`config.mk`:
```
export PLATFORM = sky130hd
export DESIGN_NAME = regfile_write_arbiter_flat
export DESIGN_NICKNAME = d
export VERILOG_FILES = /design/src/rtl/regfile_write_arbiter_if.sv /design/src/rtl/regfile_write_arbiter.sv /design/src/flat_wrapper.sv
export SDC_FILE = /design/constraint.sdc
export NUM_CORES = 1
export LEC_CHECK = 0
export ABC_AREA = 1
export BUFFER_PORTS_ARGS = -buffer_cell sky130_fd_sc_hd__buf_2
export CAP_MARGIN = 25
export CELL_PAD_IN_SITES_DETAIL_PLACEMENT = 1
export CELL_PAD_IN_SITES_GLOBAL_PLACEMENT = 1
export CORE_MARGIN = 5
export CORE_UTILIZATION = 35
export CTS_BUF_LIST = sky130_fd_sc_hd__clkbuf_4
export CTS_CLUSTER_DIAMETER = 50
export DETAILED_ROUTE_END_ITERATION = 16
export GPL_TIMING_DRIVEN = 0
export PLACE_DENSITY = 0.85
export SLEW_MARGIN = 20
export SYNTH_ARGS = -nofsm -noshare
export SYNTH_HDL_FRONTEND = slang
export SYNTH_SLANG_ARGS = --single-unit
export TNS_END_PERCENT = 10
```
`constraint.sdc`:
```
create_clock -name clk -period 4 [get_ports clk]
set_input_delay 0.8 -clock clk [delete_from_list [all_inputs] [get_ports clk]]
set_output_delay 0.8 -clock clk [all_outputs]
set_load 0.01 [all_outputs]
```
`src/rtl/regfile_write_arbiter_if.sv`:
```
// Bundles the two producer request channels and the register file write
// port of regfile_write_arbiter.
//   master : producer side (drives wb_*/aux_* requests, observes readies and
//            the registered write port)
//   slave  : arbiter side (accepts requests, drives readies and the write port)
//   wb_valid/wb_reg/wb_data     writeback request, wb_ready accept
//   aux_valid/aux_reg/aux_data  auxiliary request, aux_ready accept
//   write/writeReg/writeData    registered register file write port
//   init_done                   register clear sequence finished
interface regfile_write_arbiter_if #(
  parameter int ADDR_W = 5,
  parameter int DATA_W = 32
);
  logic              wb_valid;
  logic [ADDR_W-1:0] wb_reg;
  logic [DATA_W-1:0] wb_data;
  logic              wb_ready;
  logic              aux_valid;
  logic [ADDR_W-1:0] aux_reg;
  logic [DATA_W-1:0] aux_data;
  logic              aux_ready;
  logic              write;
  logic [ADDR_W-1:0] writeReg;
  logic [DATA_W-1:0] writeData;
  logic              init_done;

  modport master (
    output wb_valid, wb_reg, wb_data, aux_valid, aux_reg, aux_data,
    input  wb_ready, aux_ready, write, writeReg, writeData, init_done
  );

  modport slave (
    input  wb_valid, wb_reg, wb_data, aux_valid, aux_reg, aux_data,
    output wb_ready, aux_ready, write, writeReg, writeData, init_done
  );
endinterface

```
`src/rtl/regfile_write_arbiter.sv`:
```
// Shares the single register file write port between the writeback stage
// (wb) and a multi-cycle auxiliary unit (aux). After reset it clears
// registers 1..NUM_REGS-1, then arbitrates with wb priority; aux is forced
// to win after STARVE_LIMIT consecutive losses.
// Ports:
//   clk    system clock, all state on posedge
//   rst_n  asynchronous active-low reset
//   bus    regfile_write_arbiter_if.slave (requests, readies, write port)
module regfile_write_arbiter #(
  parameter int ADDR_W       = 5,
  parameter int DATA_W       = 32,
  parameter int NUM_REGS     = 32,
  parameter int STARVE_LIMIT = 4
) (
  input  logic                    clk,
  input  logic                    rst_n,
  regfile_write_arbiter_if.slave  bus
);

  localparam logic [0:0] ST_CLEAR = 1'b0;
  localparam logic [0:0] ST_RUN   = 1'b1;

  localparam int CLR_W = $clog2(NUM_REGS) + 1;
  localparam int CNT_W = (STARVE_LIMIT < 1) ? 1 : $clog2(STARVE_LIMIT + 1);

  localparam logic [CLR_W-1:0] CLR_LAST = CLR_W'(NUM_REGS - 1);
  localparam logic [CNT_W-1:0] CNT_MAX  = CNT_W'(STARVE_LIMIT);

  // Saturating increment of the starvation counter.
  function automatic logic [CNT_W-1:0] sat_inc(input logic [CNT_W-1:0] v);
    if (v >= CNT_MAX) return CNT_MAX;
    return v + 1'b1;
  endfunction

  logic [0:0]        state;
  logic [CLR_W-1:0]  clr_idx;
  logic [CNT_W-1:0]  starve_cnt;

  logic              write_p1;
  logic [ADDR_W-1:0] write_reg_p1;
  logic [DATA_W-1:0] write_data_p1;
  logic              init_done_p1;

  logic              run_p0;
  logic              starved_p0;
  logic              grant_aux_p0;
  logic              grant_wb_p0;
  logic [ADDR_W-1:0] sel_reg_p0;
  logic [DATA_W-1:0] sel_data_p0;

  // ---- stage p0: combinational arbitration on the incoming requests ----
  always_comb begin
    run_p0       = (state == ST_RUN);
    starved_p0   = (starve_cnt == CNT_MAX);
    grant_aux_p0 = run_p0 && bus.aux_valid && (!bus.wb_valid || starved_p0);
    grant_wb_p0  = run_p0 && bus.wb_valid && !grant_aux_p0;
    sel_reg_p0   = grant_aux_p0 ? bus.aux_reg  : bus.wb_reg;
    sel_data_p0  = grant_aux_p0 ? bus.aux_data : bus.wb_data;
  end

  assign bus.wb_ready  = run_p0 && !grant_aux_p0;
  assign bus.aux_ready = run_p0 && (grant_aux_p0 || !bus.wb_valid);

  // ---- stage p1: registered write port, clear sequencer, starvation ----
  always_ff @(posedge clk or negedge rst_n) begin
    if (!rst_n) begin
      state         <= ST_CLEAR;
      clr_idx       <= CLR_W'(1);
      starve_cnt    <= '0;
      write_p1      <= 1'b0;
      write_reg_p1  <= '0;
      write_data_p1 <= '0;
      init_done_p1  <= 1'b0;
    end else if (state == ST_CLEAR) begin
      write_p1      <= 1'b1;
      write_reg_p1  <= ADDR_W'(clr_idx);
      write_data_p1 <= '0;
      clr_idx       <= clr_idx + 1'b1;
      if (clr_idx == CLR_LAST) begin
        state        <= ST_RUN;
        init_done_p1 <= 1'b1;
      end
    end else begin
      if (grant_aux_p0 || grant_wb_p0) begin
        // Writes to register 0 are accepted but never reach the regfile.
        write_p1 <= (sel_reg_p0 != '0);
        if (sel_reg_p0 != '0) begin
          write_reg_p1  <= sel_reg_p0;
          write_data_p1 <= sel_data_p0;
        end
      end else begin
        write_p1 <= 1'b0;
      end

      if (!bus.aux_valid || grant_aux_p0) starve_cnt <= '0;
      else                                starve_cnt <= sat_inc(starve_cnt);
    end
  end

  assign bus.write     = write_p1;
  assign bus.writeReg  = write_reg_p1;
  assign bus.writeData = write_data_p1;
  assign bus.init_done = init_done_p1;

endmodule

```
`src/flat_wrapper.sv`:
```
// flat-port wrapper written by rule: the top's interface ports become plain ports
module regfile_write_arbiter_flat 
#(
  parameter int ADDR_W       = 5,
  parameter int DATA_W       = 32,
  parameter int NUM_REGS     = 32,
  parameter int STARVE_LIMIT = 4
)
  (clk, rst_n, bus_wb_valid, bus_wb_reg, bus_wb_data, bus_aux_valid, bus_aux_reg, bus_aux_data, bus_wb_ready, bus_aux_ready, bus_write, bus_writeReg, bus_writeData, bus_init_done);
  regfile_write_arbiter_if #(.ADDR_W(ADDR_W), .DATA_W(DATA_W)) bus_i ();
  input  logic clk;
  input  logic rst_n;
  input wire logic [$bits(bus_i.wb_valid)-1:0] bus_wb_valid;
  input wire logic [$bits(bus_i.wb_reg)-1:0] bus_wb_reg;
  input wire logic [$bits(bus_i.wb_data)-1:0] bus_wb_data;
  input wire logic [$bits(bus_i.aux_valid)-1:0] bus_aux_valid;
  input wire logic [$bits(bus_i.aux_reg)-1:0] bus_aux_reg;
  input wire logic [$bits(bus_i.aux_data)-1:0] bus_aux_data;
  output wire logic [$bits(bus_i.wb_ready)-1:0] bus_wb_ready;
  output wire logic [$bits(bus_i.aux_ready)-1:0] bus_aux_ready;
  output wire logic [$bits(bus_i.write)-1:0] bus_write;
  output wire logic [$bits(bus_i.writeReg)-1:0] bus_writeReg;
  output wire logic [$bits(bus_i.writeData)-1:0] bus_writeData;
  output wire logic [$bits(bus_i.init_done)-1:0] bus_init_done;
  assign bus_i.wb_valid = bus_wb_valid;
  assign bus_i.wb_reg = bus_wb_reg;
  assign bus_i.wb_data = bus_wb_data;
  assign bus_i.aux_valid = bus_aux_valid;
  assign bus_i.aux_reg = bus_aux_reg;
  assign bus_i.aux_data = bus_aux_data;
  assign bus_wb_ready = bus_i.wb_ready;
  assign bus_aux_ready = bus_i.aux_ready;
  assign bus_write = bus_i.write;
  assign bus_writeReg = bus_i.writeReg;
  assign bus_writeData = bus_i.writeData;
  assign bus_init_done = bus_i.init_done;
  regfile_write_arbiter #(.ADDR_W(ADDR_W), .DATA_W(DATA_W), .NUM_REGS(NUM_REGS), .STARVE_LIMIT(STARVE_LIMIT)) u_core (.clk(clk), .rst_n(rst_n), .bus(bus_i));
endmodule
```
## Word level (Yosys, flattened, before mapping)

Cells that the tools add are included.

| operators by class | value |
|---|---|
| add/sub/neg operators | 2 |
| order comparisons | 1 |
| equality and inequality tests | 4 |
| multiplexer cells | 18 |
| bitwise operators | 1 |
| reduce and logical (&&, ||, !) cells | 16 |

Operators with widths:

| cell | count |
|---|---|
| $mux 32 | 4 |
| $mux 5 | 4 |
| $mux 3 | 3 |
| $mux 1 | 7 |
| $add 6x1->6 const B | 1 |
| $eq 6x5->1 const B | 1 |
| $logic_and 1x1->1 | 6 |
| $reduce_bool 5->1 | 1 |
| $logic_or 1x1->1 | 4 |
| $ne 2x2->1 const B | 2 |
| $reduce_and 2->1 | 2 |
| $add 3x1->3 const B | 1 |
| $eq 3x3->1 const B | 1 |
| $ge 3x3->1 const B | 1 |
| $logic_not 1->1 | 3 |
| $not 1->1 | 1 |

| storage, ports and cells | value |
|---|---|
| bits in registers | 49 |
| output and inout bits | 41 |
| word-level logic and storage cells | 49 |

## Logic depth before layout (Yosys ltp)

| depth | value |
|---|---|
| word-level depth | 8 |
| gate-level depth with buffers | 15 |
| depth with buffers taken out | 13 |

## Least setup slack after synthesis

No wires, ideal clock.

| path | value |
|---|---|
| kind | input port to output port |
| start point | in bus_aux_valid |
| end point | out bus_wb_ready |
| arrival | 1.507 ns |
| setup slack | 1.693 ns |
| stages on the path | 6 |
| path buffers | 1 |
| path through | nand2_1 > inv_2 > nand2_2 > nand2_1 > inv_1 > buf_1 |

| on the way | value |
|---|---|
| longest elaborated chain between the ends | 4 |

RTL lines:

| element | RTL line | RTL |
|---|---|---|
| start, declared | flat_wrapper.sv:16 | `input wire logic [$bits(bus_i.aux_valid)-1:0] bus_aux_valid;` |
| $logic_and 1x1->1 (2 in a row) | regfile_write_arbiter.sv:55 | `grant_aux_p0 = run_p0 && bus.aux_valid && (!bus.wb_valid \|\| starved_p0);` |
| $logic_not 1->1 | regfile_write_arbiter.sv:61 | `assign bus.wb_ready = run_p0 && !grant_aux_p0;` |
| $logic_and 1x1->1 | regfile_write_arbiter.sv:61 |  |
| end, declared | flat_wrapper.sv:19 | `output wire logic [$bits(bus_i.wb_ready)-1:0] bus_wb_ready;` |

No other way between the ends.

## Worst setup path after layout

| path | value |
|---|---|
| start point | reg u_core.starve_cnt[0] |
| end point | out bus_wb_ready |

| on the way | value |
|---|---|
| longest elaborated chain between the ends | 5 |

RTL lines:

| element | RTL line | RTL |
|---|---|---|
| start, declared | regfile_write_arbiter.sv:37 | `logic [CNT_W-1:0] starve_cnt;` |
| start signal, assigned | regfile_write_arbiter.sv:96 | `else starve_cnt <= sat_inc(starve_cnt);` |
| $eq 3x3->1 | regfile_write_arbiter.sv:54 | `starved_p0 = (starve_cnt == CNT_MAX);` |
| $logic_or 1x1->1 | regfile_write_arbiter.sv:55 |  |
| $logic_and 1x1->1 | regfile_write_arbiter.sv:55 |  |
| $logic_not 1->1 | regfile_write_arbiter.sv:61 |  |
| $logic_and 1x1->1 | regfile_write_arbiter.sv:61 |  |

No other way between the ends.

==> run_results.csv <==
group,metric,value,unit
critical_path,crit_top_cell,"nand2_1",
critical_path,start_kind,"flip-flop",
synth,post_synth_num_cell_types,24,
grt,grt-ovfl-total,0,
timing,max_freq,326,MHz
synth,yosys_warnings,0,
timing,fin_skew,8.85,ps
clock_tree,cts_sinks,49,
synth,yosysTopAreaCell,"dfrtp_1",
timing,rsz0062_at_grt,"false",
cells_and_area,layout_common_cells,"nand2_1 (199), buf_2 (122), dfrtp_1 (48), nand3_1 (41), inv_1 (14)",
grt,grt_pass1_vias,2908,
timing,hold_ws,412,ps
status,outcome,"completed",
critical_path,slowest_delay,400,ps
synth,ys_seq_area_share,48.1,%
clock_tree,cts_setup_buffers,0,
routing,vias,2729,
synth,syn_nets,437,
clock_tree,cts_resized,0,
critical_path,worstPathRequired,3200,ps
routing,drtIter0Drc,57,
synth,synthesis.area,0.00255,mm^2
floorplanning,dieArea,0.00910,mm^2
clock_tree,h-tree-depth,2,
hold_path,hold_path_class,"input pin to async pin",
routing,viasPerCell,4.69,
place,place_ws,1090,ps
critical_path,rrSetupSlack,1840,ps
power,seq_power_share,50.1,%
routing,antenna_left,0,
power,finalPower,1.14,mW
power,power.density,338,mW/mm^2
timing,fin_tns_setup,0,ps
run,maxCapViolCount,0,
critical_path,path_max_fanout,10,
routing,remaining_drc_errors,0,
power,ir_worst_vdd,0.133,mV
cells_and_area,drive_gt1_share,29.0,%
cells_and_area,seqCellArea,0.00123,mm^2
cells_and_area,fin_nets,563,
floorplanning,fp.dieH,95.4,um
routing,wl_per_cell,14.0,um
grt,grt_pass1_wl,13400,um
critical_path,critPathKind,"flip-flop to primary output",
floorplanning,die_w,95.4,um
timing,slew_headroom,62.6,%
routing,first_pass_iters,4,
timing,post-route-min-period,3070,ps
power,comb_power_share,23.8,%
critical_path,critPathTopFamily,"buffers and inverters",
synth,synth_top_area_share,47.0,%
cells_and_area,fill_cells,979,
clock_tree,cts_max_path_buffers,2,
power,p_leak,1.98,nW
timing,final-hold-violation-count,0,
synth,synthCells,356,
grt,grt_max_degree,27,
grt,grtUsageTotal,18.6,%
cells_and_area,multi_input_area,0.00117,mm^2
cells_and_area,n_antenna_cell,0,
clock_tree,clkLatencyLatePin,360,ps
timing,setup_viol,0,
critical_path,cpMaxStageDelayCell,"buf_1",
place,io_buffers,118,
synth,synth_top_cells_by_area,"dfrtp_1 (47%), nand2_1 (29%), nand3_1 (8.0%), inv_1 (2.1%), clkbuf_1 (1.5%)",
critical_path,cp_num_buf_inv,4,
grt,antenna_found_initial,0,
synth,avgSynthCellArea,7.17,um^2
power,p_sw,0.344,mW
floorplanning,io-pin-count,119,
cells_and_area,area_delta_synth_final,31.8,%
synth,ys_seq_elements,49,
critical_path,arrival,2270,ps
power,internal_power,0.794,mW
floorplanning,rows,31,
timing,post-route-period-util,76.7,%
floorplanning,start_util,35.6,%
place,hpwl,6520,um
critical_path,cp-end-kind,"primary output",
routing,wl,8180,um
timing,maxSlewViolCount,0,
clock_tree,root_buffer,"clkbuf_4",
clock_tree,cts_tree,"done",
clock_tree,numCtsBuffers,5,
floorplanning,core,0.00718,mm^2
clock_tree,postCtsHoldBufs,0,
power,swShare,30.2,%
clock_tree,clk_pin_slew_worst_paths,140,ps
timing,setup_slack,930,ps
place,gp_congestion,0.799,
power,p_clk_share,26.1,%
timing,worst_pin_slew,561,ps
cells_and_area,layout_commonest_cell,"nand2_1",
critical_path,cp_cell_sequence,"inv_1 > ha_1 > nand2_1 > nand2_1 > nand2_2 > nand2_1 > inv_1 > buf_1 > buf_2",
==> layer usage <==
layer  wire (um)  global-route usage, %  vias up  share of wire [%]
li1            -                      -     1357                  -
met1        3370                   23.3     1285                 41
met2        4170                   32.8       76                 51
met3         514                   3.87       11                6.3
met4         124                   4.15        0                1.5
met5           0                      0        -                  0
==> cell usage after synthesis, drive strengths merged <==
library cell / n
o21ai: 6
xor2: 3
nand3: 41
nand3b: 1
clkbuf: 10
buf: 9
xnor2: 2
o211ai: 1
dfstp: 1
nand2: 202
dfrtp: 48
ha: 3
nor2: 7
a21oi: 1
o21bai: 1
nand4: 3
inv: 16
nor3: 1
==> path summary, 6_finish.rpt <==
path / start / end / cells past startpoint
setup / recovery: u_core.starve_cnt[0] / bus_wb_ready / 9
hold / removal: rst_n / u_core.bus.writeData[0] / 1
min in group clk: u_core.bus.writeData[31] / u_core.bus.writeData[31] / 2
hold reg to reg: u_core.bus.writeData[31] / u_core.bus.writeData[31] / 2
max in group asynchronous: rst_n / u_core.bus.writeData[30] / 2
setup reg to reg: u_core.starve_cnt[0] / u_core.bus.writeData[6] / 15
==> power by group through the flow <==
stage / Clock [mW] / Sequential [mW] / Combinational (mW)
global placement: 0 / 0.576 / 0.264
detailed placement: 0 / 0.580 / 0.278
floorplan: 0 / 0.601 / 0.113
global route: 0.325 / 0.576 / 0.309
CTS: 0.308 / 0.570 / 0.279
finish: 0.297 / 0.569 / 0.271
==> worst reg2reg max path: stages (launching register included) <==
cell and delay [ps]:
dfrtp_1 390, inv_1 70, ha_1 200, nand2_1 60, nand2_1 110, nand2_2 190, inv_2 130, nand2_1 80
nand2_1 70, nor2_1 190, nand2_4 130, nand2_2 90, buf_6 140, buf_6 150, nand2_1 60, nand2_1 60
==> per-stage QoR <==
stage                     util, %  std cells  instance area, um^2
after floorplan                 -        356                 2550
after global placement       45.5        573                 3270
after detailed placement     45.8        574                 3290
after CTS                    46.9        582                 3370
after global routing         46.9        582                 3370
final                        46.9        582                 3370
==> final cells by class <==
type                            instances  share of cell area [%]
Buffer                                 19                    2.94
Clock buffer                            6                    1.34
Clock inverter                          2                    1.00
Inverter                               16                    1.78
Multi-Input combinational cell        272                    34.7
Sequential cell                        49                    36.5
Tap cell                               99                    3.68
Timing Repair Buffer                  119                    18.1
==> cells by family (layout without fill, tap and decap cells) <==
kind of cell,Yosys count,count (layout),synth area share (%)
AND/OR/NAND/NOR,255,255,40.6
flip-flops,49,49,48.1
buffers and inverters,35,162,6.22
AO/OA/AOI/OAI,9,9,1.96
XOR/XNOR,5,5,1.72
adder cells (fa/ha/maj),3,3,1.47
==> state kept, by name, indices dropped and copies added (netlist names) <==
| name | flops |
|---|---|
| u_core.bus.writeReg | 5 |
| u_core.bus.init_done | 1 |
| u_core.bus.writeData | 32 |
| u_core.bus.write | 1 |
| u_core.clr_idx | 6 |
| u_core.starve_cnt | 3 |
| u_core.run_p0 | 1 |
(Power assumes the default switching activity.)
